==> config.mk <==
export PLATFORM = sky130hd
export DESIGN_NAME = fpu_result_buffer
export DESIGN_NICKNAME = d
export VERILOG_FILES = /design/src/rtl/fpu_result_buffer_pkg.sv /design/src/rtl/fpu_rb_storage.sv /design/src/rtl/fpu_result_buffer.sv
export SDC_FILE = /design/constraint.sdc
export NUM_CORES = 1
export LEC_CHECK = 0
export CORE_MARGIN = 5
export CORE_UTILIZATION = 45
export DETAILED_ROUTE_END_ITERATION = 6
export GPL_ROUTABILITY_DRIVEN = 0
export HOLD_SLACK_MARGIN = 0.15
export PLACE_DENSITY_LB_ADDON = 0.08
export SLEW_MARGIN = 5
export SYNTH_ARGS = -nofsm -noshare
export SYNTH_HDL_FRONTEND = slang
export SYNTH_HIERARCHICAL = 1
export SYNTH_SLANG_ARGS = --single-unit
==> constraint.sdc <==
create_clock -name clk -period 14.9 [get_ports clk]
set_input_delay 2.98 -clock clk [delete_from_list [all_inputs] [get_ports clk]]
set_output_delay 2.98 -clock clk [all_outputs]
set_load 0.02 [all_outputs]
==> src/rtl/fpu_result_buffer_pkg.sv <==
// Shared FPU configuration: fflags bit positions, in-flight depth, opcodes and
// the result-buffer entry layout used by the buffer and its storage.
package fpu_result_buffer_pkg;

  localparam int FFLAG_NV = 4;
  localparam int FFLAG_DZ = 3;
  localparam int FFLAG_OF = 2;
  localparam int FFLAG_UF = 1;
  localparam int FFLAG_NX = 0;

  // Worst-case number of FPU operations that can still be in the pipe after hold.
  localparam int FPU_MAX_INFLIGHT = 6;

  localparam int XLEN     = 64;
  localparam int ROB_ID_W = 6;
  localparam int PHYS_W   = 7;
  localparam int FFLAGS_W = 5;
  localparam int ENTRY_W  = 84;

  typedef enum logic [3:0] {
    FPU_OP_ADD  = 4'd0,
    FPU_OP_SUB  = 4'd1,
    FPU_OP_MUL  = 4'd2,
    FPU_OP_DIV  = 4'd3,
    FPU_OP_SQRT = 4'd4,
    FPU_OP_FMA  = 4'd5,
    FPU_OP_CVT  = 4'd6,
    FPU_OP_CMP  = 4'd7
  } fpu_op_e;

  typedef struct packed {
    logic                exception;
    logic [PHYS_W-1:0]   phys_dest;
    logic [ROB_ID_W-1:0] rob_id;
    logic [FFLAGS_W-1:0] fflags;
    logic [XLEN-1:0]     result;
  } rb_entry_t;

  localparam int PAYLOAD_W = $bits(rb_entry_t);

endpackage

==> src/rtl/fpu_rb_storage.sv <==
// Result entry array: one write port, one asynchronous read port, no reset.
// Each word is ENTRY_W wide; the top bit is a spare kept at zero.
module fpu_rb_storage
  import fpu_result_buffer_pkg::*;
#(
  parameter int DEPTH = 8
) (
  input  logic                     clk,
  input  logic                     we_i,
  input  logic [$clog2(DEPTH)-1:0] waddr_i,
  input  logic [PAYLOAD_W-1:0]     wdata_i,
  input  logic [$clog2(DEPTH)-1:0] raddr_i,
  output logic [PAYLOAD_W-1:0]     rdata_o
);

  logic [ENTRY_W-1:0] mem_q [DEPTH];

  always_ff @(posedge clk) begin
    if (we_i) begin
      mem_q[waddr_i] <= {{(ENTRY_W-PAYLOAD_W){1'b0}}, wdata_i};
    end
  end

  assign rdata_o = mem_q[raddr_i][PAYLOAD_W-1:0];

endmodule

==> src/rtl/fpu_result_buffer.sv <==
// FPU result buffer: circular FIFO between the FPU and the CDB, with a
// registered head copy, issue hold, sticky overflow and fflags accumulation.
module fpu_result_buffer
  import fpu_result_buffer_pkg::*;
#(
  parameter int DEPTH       = 8,
  parameter int HOLD_THRESH = 2
) (
  input  logic                    clk,
  input  logic                    rst_n,
  input  logic                    fpu_valid_i,
  input  logic [63:0]             fpu_result_i,
  input  logic [4:0]              fpu_fflags_i,
  input  logic [5:0]              fpu_rob_id_i,
  input  logic [6:0]              fpu_phys_dest_i,
  input  logic                    fpu_exception_i,
  input  logic                    flush_i,
  input  logic                    cdb_ready_i,
  output logic                    cdb_valid_o,
  output logic [63:0]             cdb_result_o,
  output logic [5:0]              cdb_rob_id_o,
  output logic [6:0]              cdb_phys_dest_o,
  output logic                    cdb_exception_o,
  input  logic                    fflags_clear_i,
  output logic [4:0]              fflags_acc_o,
  output logic                    fpu_hold_o,
  output logic                    overflow_o,
  output logic [$clog2(DEPTH):0]  count_o
);

  localparam int AW = $clog2(DEPTH);
  localparam int CW = AW + 1;

  logic [AW-1:0]       rd_ptr_q, rd_ptr_d;
  logic [AW-1:0]       wr_ptr_q, wr_ptr_d;
  logic [CW-1:0]       count_q, count_d;
  logic                overflow_q, overflow_d;
  logic [FFLAGS_W-1:0] acc_q, acc_d;
  rb_entry_t           head_q, head_d;

  rb_entry_t           in_entry;
  rb_entry_t           rd_entry;
  logic                full;
  logic                pop;
  logic                push;
  logic [FFLAGS_W-1:0] popped_flags;

  assign in_entry = '{exception: fpu_exception_i, phys_dest: fpu_phys_dest_i,
                      rob_id: fpu_rob_id_i, fflags: fpu_fflags_i, result: fpu_result_i};

  assign full = (count_q == CW'(DEPTH));
  assign pop  = (count_q != '0) && cdb_ready_i;
  // A full buffer still accepts a push when the head leaves in the same cycle.
  assign push = fpu_valid_i && !flush_i && (!full || pop);

  fpu_rb_storage #(
    .DEPTH (DEPTH)
  ) u_storage (
    .clk     (clk),
    .we_i    (push),
    .waddr_i (wr_ptr_q),
    .wdata_i (in_entry),
    .raddr_i (rd_ptr_d),
    .rdata_o (rd_entry)
  );

  always_comb begin
    rd_ptr_d     = rd_ptr_q;
    wr_ptr_d     = wr_ptr_q;
    count_d      = count_q;
    popped_flags = '0;
    if (flush_i) begin
      rd_ptr_d = '0;
      wr_ptr_d = '0;
      count_d  = '0;
    end else begin
      if (push) wr_ptr_d = wr_ptr_q + AW'(1);
      if (pop) begin
        rd_ptr_d     = rd_ptr_q + AW'(1);
        popped_flags = head_q.fflags;
      end
      count_d = count_q + CW'(push) - CW'(pop);
    end
    overflow_d = overflow_q | (fpu_valid_i & ~flush_i & full & ~pop);
    acc_d      = (fflags_clear_i ? '0 : acc_q) | popped_flags;
    // The new head may be the entry being written this cycle; bypass the array.
    head_d     = (push && (wr_ptr_q == rd_ptr_d)) ? in_entry : rd_entry;
  end

  always_ff @(posedge clk) begin
    if (!rst_n) begin
      rd_ptr_q   <= '0;
      wr_ptr_q   <= '0;
      count_q    <= '0;
      overflow_q <= 1'b0;
      acc_q      <= '0;
      head_q     <= '0;
    end else begin
      rd_ptr_q   <= rd_ptr_d;
      wr_ptr_q   <= wr_ptr_d;
      count_q    <= count_d;
      overflow_q <= overflow_d;
      acc_q      <= acc_d;
      head_q     <= head_d;
    end
  end

  always_comb begin
    fpu_hold_o = 1'b0;
    if (rst_n) begin
      fpu_hold_o = (int'(count_q) >= HOLD_THRESH) ||
                   ((int'(count_q) + int'(fpu_valid_i)) > (DEPTH - FPU_MAX_INFLIGHT));
    end
  end

  assign cdb_valid_o     = (count_q != '0);
  assign cdb_result_o    = head_q.result;
  assign cdb_rob_id_o    = head_q.rob_id;
  assign cdb_phys_dest_o = head_q.phys_dest;
  assign cdb_exception_o = head_q.exception;
  assign fflags_acc_o    = acc_q;
  assign overflow_o      = overflow_q;
  assign count_o         = count_q;

endmodule
# After elaboration in Yosys (flattened, before gate mapping)
# Memory sizes are Yosys's and may differ from the RTL's. A register that Yosys moved wholly into a read port is not among the register bits.
# Index checks and enable logic that the tools add are counted.
[totals]
latchBits = 0
mem_bits_ro = 0
mem_count = 1
reg_bits = 16
in_bits = 89
out_inout_bits = 90
ram_bits = 664
[op_classes]
muxes = 8
addsub = 5
reduce_logical = 10
n_shift = 0
n_lt_le_gt_ge = 2
div_mod_pow = 0
mul = 0
n_bitwise = 8
eq_ne = 1
[memory_table]
columns = ["memory", "depth", "word_bits", "rd", "rd_clocked_by_memory_dff", "wr", "line", "text"]
rows = [
  ["u_storage.mem_q", 8, 83, 1, 1, 1, "fpu_rb_storage.sv:16", "logic [ENTRY_W-1:0] mem_q [DEPTH];"],
]
[ops]
columns = ["operator", "count"]
rows = [
  ["5-bit two-way mux", 3],
  ["3-bit by 1-bit adder with 3-bit output (second input constant)", 2],
  ["3-bit two-way mux", 2],
  ["4-bit by 1-bit adder with 5-bit output", 1],
  ["5-bit by 2-bit greater-than comparator with 1-bit output (second input constant)", 1],
  ["5-bit bitwise OR", 1],
  ["4-bit by 1-bit adder with 4-bit output", 1],
  ["4-bit equality test (second input constant)", 1],
  ["4-bit by 2-bit >= comparator with 1-bit output (second input constant)", 1],
  ["4-bit nonzero test", 1],
  ["4-bit by 1-bit subtractor with 4-bit output", 1],
  ["1-bit AND", 3],
  ["1-bit logical AND", 3],
  ["1-bit zero test", 3],
  ["1-bit two-way mux", 3],
  ["1-bit inverter", 3],
  ["1-bit logical OR", 2],
  ["2-bit OR reduction", 1],
  ["1-bit bitwise OR", 1],
]

# Longest topological paths before layout
[depth]
word_depth = 6
ltp_mapped = 14

# By module
# The synthesis kept the hierarchy.
[modules_own_cells]
columns = ["mod", "area_each_um2", "cells_per_inst", "n_inst"]
rows = [
  ["fpu_rb_storage", 24968.9, 972, 1],
  ["fpu_result_buffer", 4921.0, 549, 1],
]

# Worst setup path before layout
# OpenSTA, ideal clock, no wires.
[synth_timing]
kind = "in2reg"
from = "input flush_i"
to = "memory u_storage/mem_q[4][0] (netlist name) (enable)"
stages = 4
slack_ns = 5.029
n_path_buf = 0
arrival_ns = 9.245
cell_sequence = "nand2b_1 a31oi_2 nand2_1 nor3_1"
[synth_between]
elab_chain_len = 5
[synth_rtl]
columns = ["item", "line", "text"]
rows = [
  ["from (decl)", "fpu_result_buffer.sv:17", "input logic flush_i,"],
  ["1-bit zero test", "fpu_result_buffer.sv:54", "assign push = fpu_valid_i && !flush_i && (!full || pop);"],
  ["1-bit logical AND (2 in a row)", "fpu_result_buffer.sv:54", ""],
  ["named net push", "fpu_result_buffer.sv:45", "logic push;"],
  ["1-bit two-way mux", "fpu_rb_storage.sv:19", "if (we_i) begin"],
  ["1-bit two-way mux (implied by the code)", "fpu_rb_storage.sv:20", "mem_q[waddr_i] <= {{(ENTRY_W-PAYLOAD_W){1'b0}}, wdata_i};"],
  ["to (decl)", "fpu_rb_storage.sv:16", ""],
]
# The timed path passes the listed nets, and every way through them passes these cells.

# Worst setup path in the final report
[layout_timing]
from = "input fpu_valid_i"
to = "output fpu_hold_o"
[layout_between]
elab_chain_len = 4
[layout_rtl]
columns = ["item", "line", "text"]
rows = [
  ["from (decl)", "fpu_result_buffer.sv:11", "input logic fpu_valid_i,"],
  ["4-bit by 1-bit adder with 5-bit output", "fpu_result_buffer.sv:112", "((int'(count_q) + int'(fpu_valid_i)) > (DEPTH - FPU_MAX_INFLIGHT));"],
  ["5-bit by 2-bit greater-than comparator with 1-bit output", "fpu_result_buffer.sv:112", ""],
  ["1-bit logical OR", "fpu_result_buffer.sv:111", "fpu_hold_o = (int'(count_q) >= HOLD_THRESH) ||"],
  ["1-bit two-way mux", "fpu_result_buffer.sv:110", "if (rst_n) begin"],
  ["to (decl)", "fpu_result_buffer.sv:26", "output logic fpu_hold_o,"],
]
# No other way between the ends.

==> impl_metrics.csv <==
group,metric,value,unit
outcome,outcome,"finished clean",
clock_network,cts_buffer_depth,3,
place,dp_cells,2441,
logic_synthesis,synth_edf_count,664,
logic_synthesis,async_flop_share,0,%
clock_network,htree_levels,3,
logic_synthesis,synth_fa_ha_area_share,0.5274,%
final_layout,area_growth,15.12,%
drt,avgViaCountPerCell,5.353,
logic_synthesis,synth_top_family_by_area,"multiplexers",
setup_path,critPathCaptureType,"output port",
setup_path,cp_data_arrival_time,4.91,ns
floorplanning,rows,94,
sta,hold_viol,0,
final_layout,fin_nets,1759,
sta,fin_tns_setup,0,ns
logic_synthesis,avgSynthCellArea,19.65,µm²
logic_synthesis,seq_area_frac_synth,73.34,%
floorplanning,fp.dieArea,71680,µm²
drt,drt_iter0_drc,790,
sta,setup_violations,0,
logic_synthesis,synth_compound_area_share,0.3684,%
logic_synthesis,synth_xor_area_share,0.2637,%
sta,timing.final.crit_share,52.95,%
floorplanning,die_h,267.7,µm
final_layout,drive_above_1_share,23.26,%
setup_path,critPathLaunchType,"input port",
clock_network,clock-root-buffer,"clkbuf_16",
floorplanning,die_x,267.7,µm
logic_synthesis,ys.flop_type,"edfxtp_1",
setup_path,path_max_fanout,2,
logic_synthesis,synthSimpleGateAreaFrac,3.253,%
power,powerDensity,136.9,nW/µm²
sta,worst-slew-pin-transition,1.065,ns
final_layout,layout_common_cells,"edfxtp_1 (664), clkdlybuf4s50_1 (177), nand2_1 (175), mux4_2 (166), dfxtp_1 (99)",
global_routing,grt_max_degree,69,
clock_network,ctsHoldBuffers,0,
global_routing,grt_pass1_vias,14906,
logic_synthesis,ys_types,39,
sta,fmax,126.8,MHz
clock_network,cts_tree,"built",
setup_path,slowest_stage,"clkdlybuf4s50_1",
worst_hold_path,hp-class,"reg -> reg",
logic_synthesis,netlist_area,29890,µm²
setup_path,crit_path_max_incr_delay,0.63,ns
drt,dr.pass1.iters,4,
logic_synthesis,synthMuxAreaShare,18.45,%
clock_network,postCtsSetupBuffers,0,
clock_network,path_clk_slew,0.06,ns
floorplanning,io_pins,179,
sta,min_period,7.889,ns
setup_path,crit_family,"buffers and inverters",
logic_synthesis,synth_warnings,6,
flow_run,cap_violations,0,
place,io_buffers,178,
logic_synthesis,synth_fp_nets,1622,
sta,fin_worst_hold_slack,0.4653,ns
clock_network,cts_resized,0,
drt,drc,0,
sta,rsz0062_at_grt,"no",
global_routing,grt_usage,17.79,%
clock_network,insertion_delay,0.61,ns
floorplanning,coreArea,65860,µm²
sta,report.final.slew_viol_count,0,
clock_network,cts_buffers,79,
setup_path,critical_path_buf_inv_count,2,
setup_path,worstPathRequired,11.92,ns
final_layout,final_cells,2590,
logic_synthesis,ys_ff_latch,763,
logic_synthesis,synthCells,1521,
power,leakage,0.01095,µW
global_routing,antenna_found_initial,5,
clock_network,cts_sinks,763,
power,peakVddDrop,0.08886,mV
drt,ant_nets,0,
setup_path,path_cells,"clkdlybuf4s50_1 -> ha_1 -> ha_1 -> nand2_1 -> and4_1 -> a21boi_0 -> clkdlybuf4s50_1",
drt,vias,13865,
floorplanning,start_util,45.38,%
drt,wl_per_cell,24.48,µm
final_layout,layout_commonest_cell,"edfxtp_1",
sta,skew,0.01526,ns
drt,wl,63.40,mm
global_routing,grt_pass1_wl,95.52,mm
sta,slew_headroom,28.97,%
setup_path,critPathKind,"in -> out",
place,dp_hpwl,33.03,mm
global_routing,grt_overflow,0,
==> cells by family (layout without fill, tap and decap cells) <==
family | count (synthesis) | after routing
compound gates | 16 | 16
xor+xnor | 9 | 9
fa+ha+maj | 12 | 12
buf+inv | 159 | 362
flops | 763 | 763
mux | 333 | 333
other cells | 0 | 2
simple gates | 229 | 229
==> area by class of cell <==
class | instances | area (µm²)
multi-input combinational | 599 | 6910
tap | 864 | 1081
inverter | 7 | 26.28
clock buffer | 115 | 2246
clock inverter | 32 | 210.2
sequential | 763 | 21920
antenna | 2 | 5.005
timing repair buffer | 208 | 2008
fill | 5320 | 31460
==> worst register-to-register path, stage by stage (launching register included) <==
cell and delay (ns):
dfxtp_1 0.42, inv_1 0.11, ha_1 0.27, nor3b_4 0.18, inv_2 0.14, nand2_1 0.12
xor2_1 0.19, nor2_4 0.34, buf_4 0.85, buf_4 0.96, mux4_2 0.65, mux2_2 0.28
nand2_1 0.05, mux2i_1 0.07
==> path summary, 6_finish.rpt <==
path | startpoint | endpoint | slack (ns) | depth (start not counted)
worst max register to register | count_o[2]$_SDFF_PP0_ | cdb_result_o[25]$_SDFF_PN0_ | 10.12 | 13
worst min-delay path | overflow_o$_SDFF_PN0_ | overflow_o$_SDFF_PN0_ | 0.47 | 1
worst min register to register | overflow_o$_SDFF_PN0_ | overflow_o$_SDFF_PN0_ | 0.47 | 1
worst max-delay path | fpu_valid_i | fpu_hold_o | 7.01 | 7
==> state kept, by name, summed over array words and instances (netlist names) <==
register,flops
cdb_phys_dest_o,7
overflow_o,1
cdb_exception_o,1
u_storage/mem_q,664
fflags_acc_o,5
count_o,4
cdb_rob_id_o,6
wr_ptr_q,3
rd_ptr_q,3
head_q,5
cdb_result_o,64
==> cells in the mapped netlist, types with 2 or more instances <==
library cell | instances | share of area, %
buf_1 | 10 | 0.13
inv_1 | 6 | 0.075
dfxtp_1 | 99 | 6.6
edfxtp_1 | 664 | 67
nor3_1 | 2 | 0.033
buf_6 | 17 | 0.64
nand3_1 | 3 | 0.050
mux4_2 | 166 | 13
nor2b_1 | 12 | 0.25
and2_1 | 2 | 0.042
xor2_1 | 4 | 0.12
o21ai_0 | 2 | 0.033
ha_1 | 11 | 0.46
nand2_1 | 176 | 2.2
a21oi_1 | 8 | 0.13
clkbuf_1 | 36 | 0.45
buf_2 | 4 | 0.067
buf_4 | 78 | 2.0
mux2i_1 | 84 | 2.8
mux2_2 | 83 | 3.1
nor2_1 | 21 | 0.26
buf_12 | 7 | 0.47
xnor2_1 | 5 | 0.15
nand2b_1 | 6 | 0.13
==> stage by stage <==
| step | utilization, % | setup WS [ns] | instance area, µm² | power, µW |
|---|---|---|---|---|
| 2_1_floorplan | - | 5.029 | 29890 | 2782 |
| 3_3_place_gp | 48.50 | 6.968 | 31950 | 2901 |
| 3_5_place_dp | 48.50 | 6.999 | 31950 | 2905 |
| 4_1_cts | 52.23 | 6.993 | 34400 | 4778 |
| 5_1_grt | 52.23 | 6.927 | 34400 | 4900 |
| 6_report | 52.24 | 7.011 | 34410 | 4709 |
==> routing by layer <==
metal	part of all wire (%)	vias to the layer above	track usage, %
met5	0.085	-	0
met4	1.6	6	4.242
met3	3.8	78	3.133
met2	51	225	30.50
met1	43	7383	24.09
li1	-	6173	-
==> report_power, final <==
part | leakage, µW | total, µW | switching (µW) | internal [µW]
clock network | 0.00119 | 1860 | 781 | 1080
logic | 0.00294 | 449 | 226 | 223
registers | 0.00682 | 2400 | 21.0 | 2380
Power figures use the tool's default switching activity.
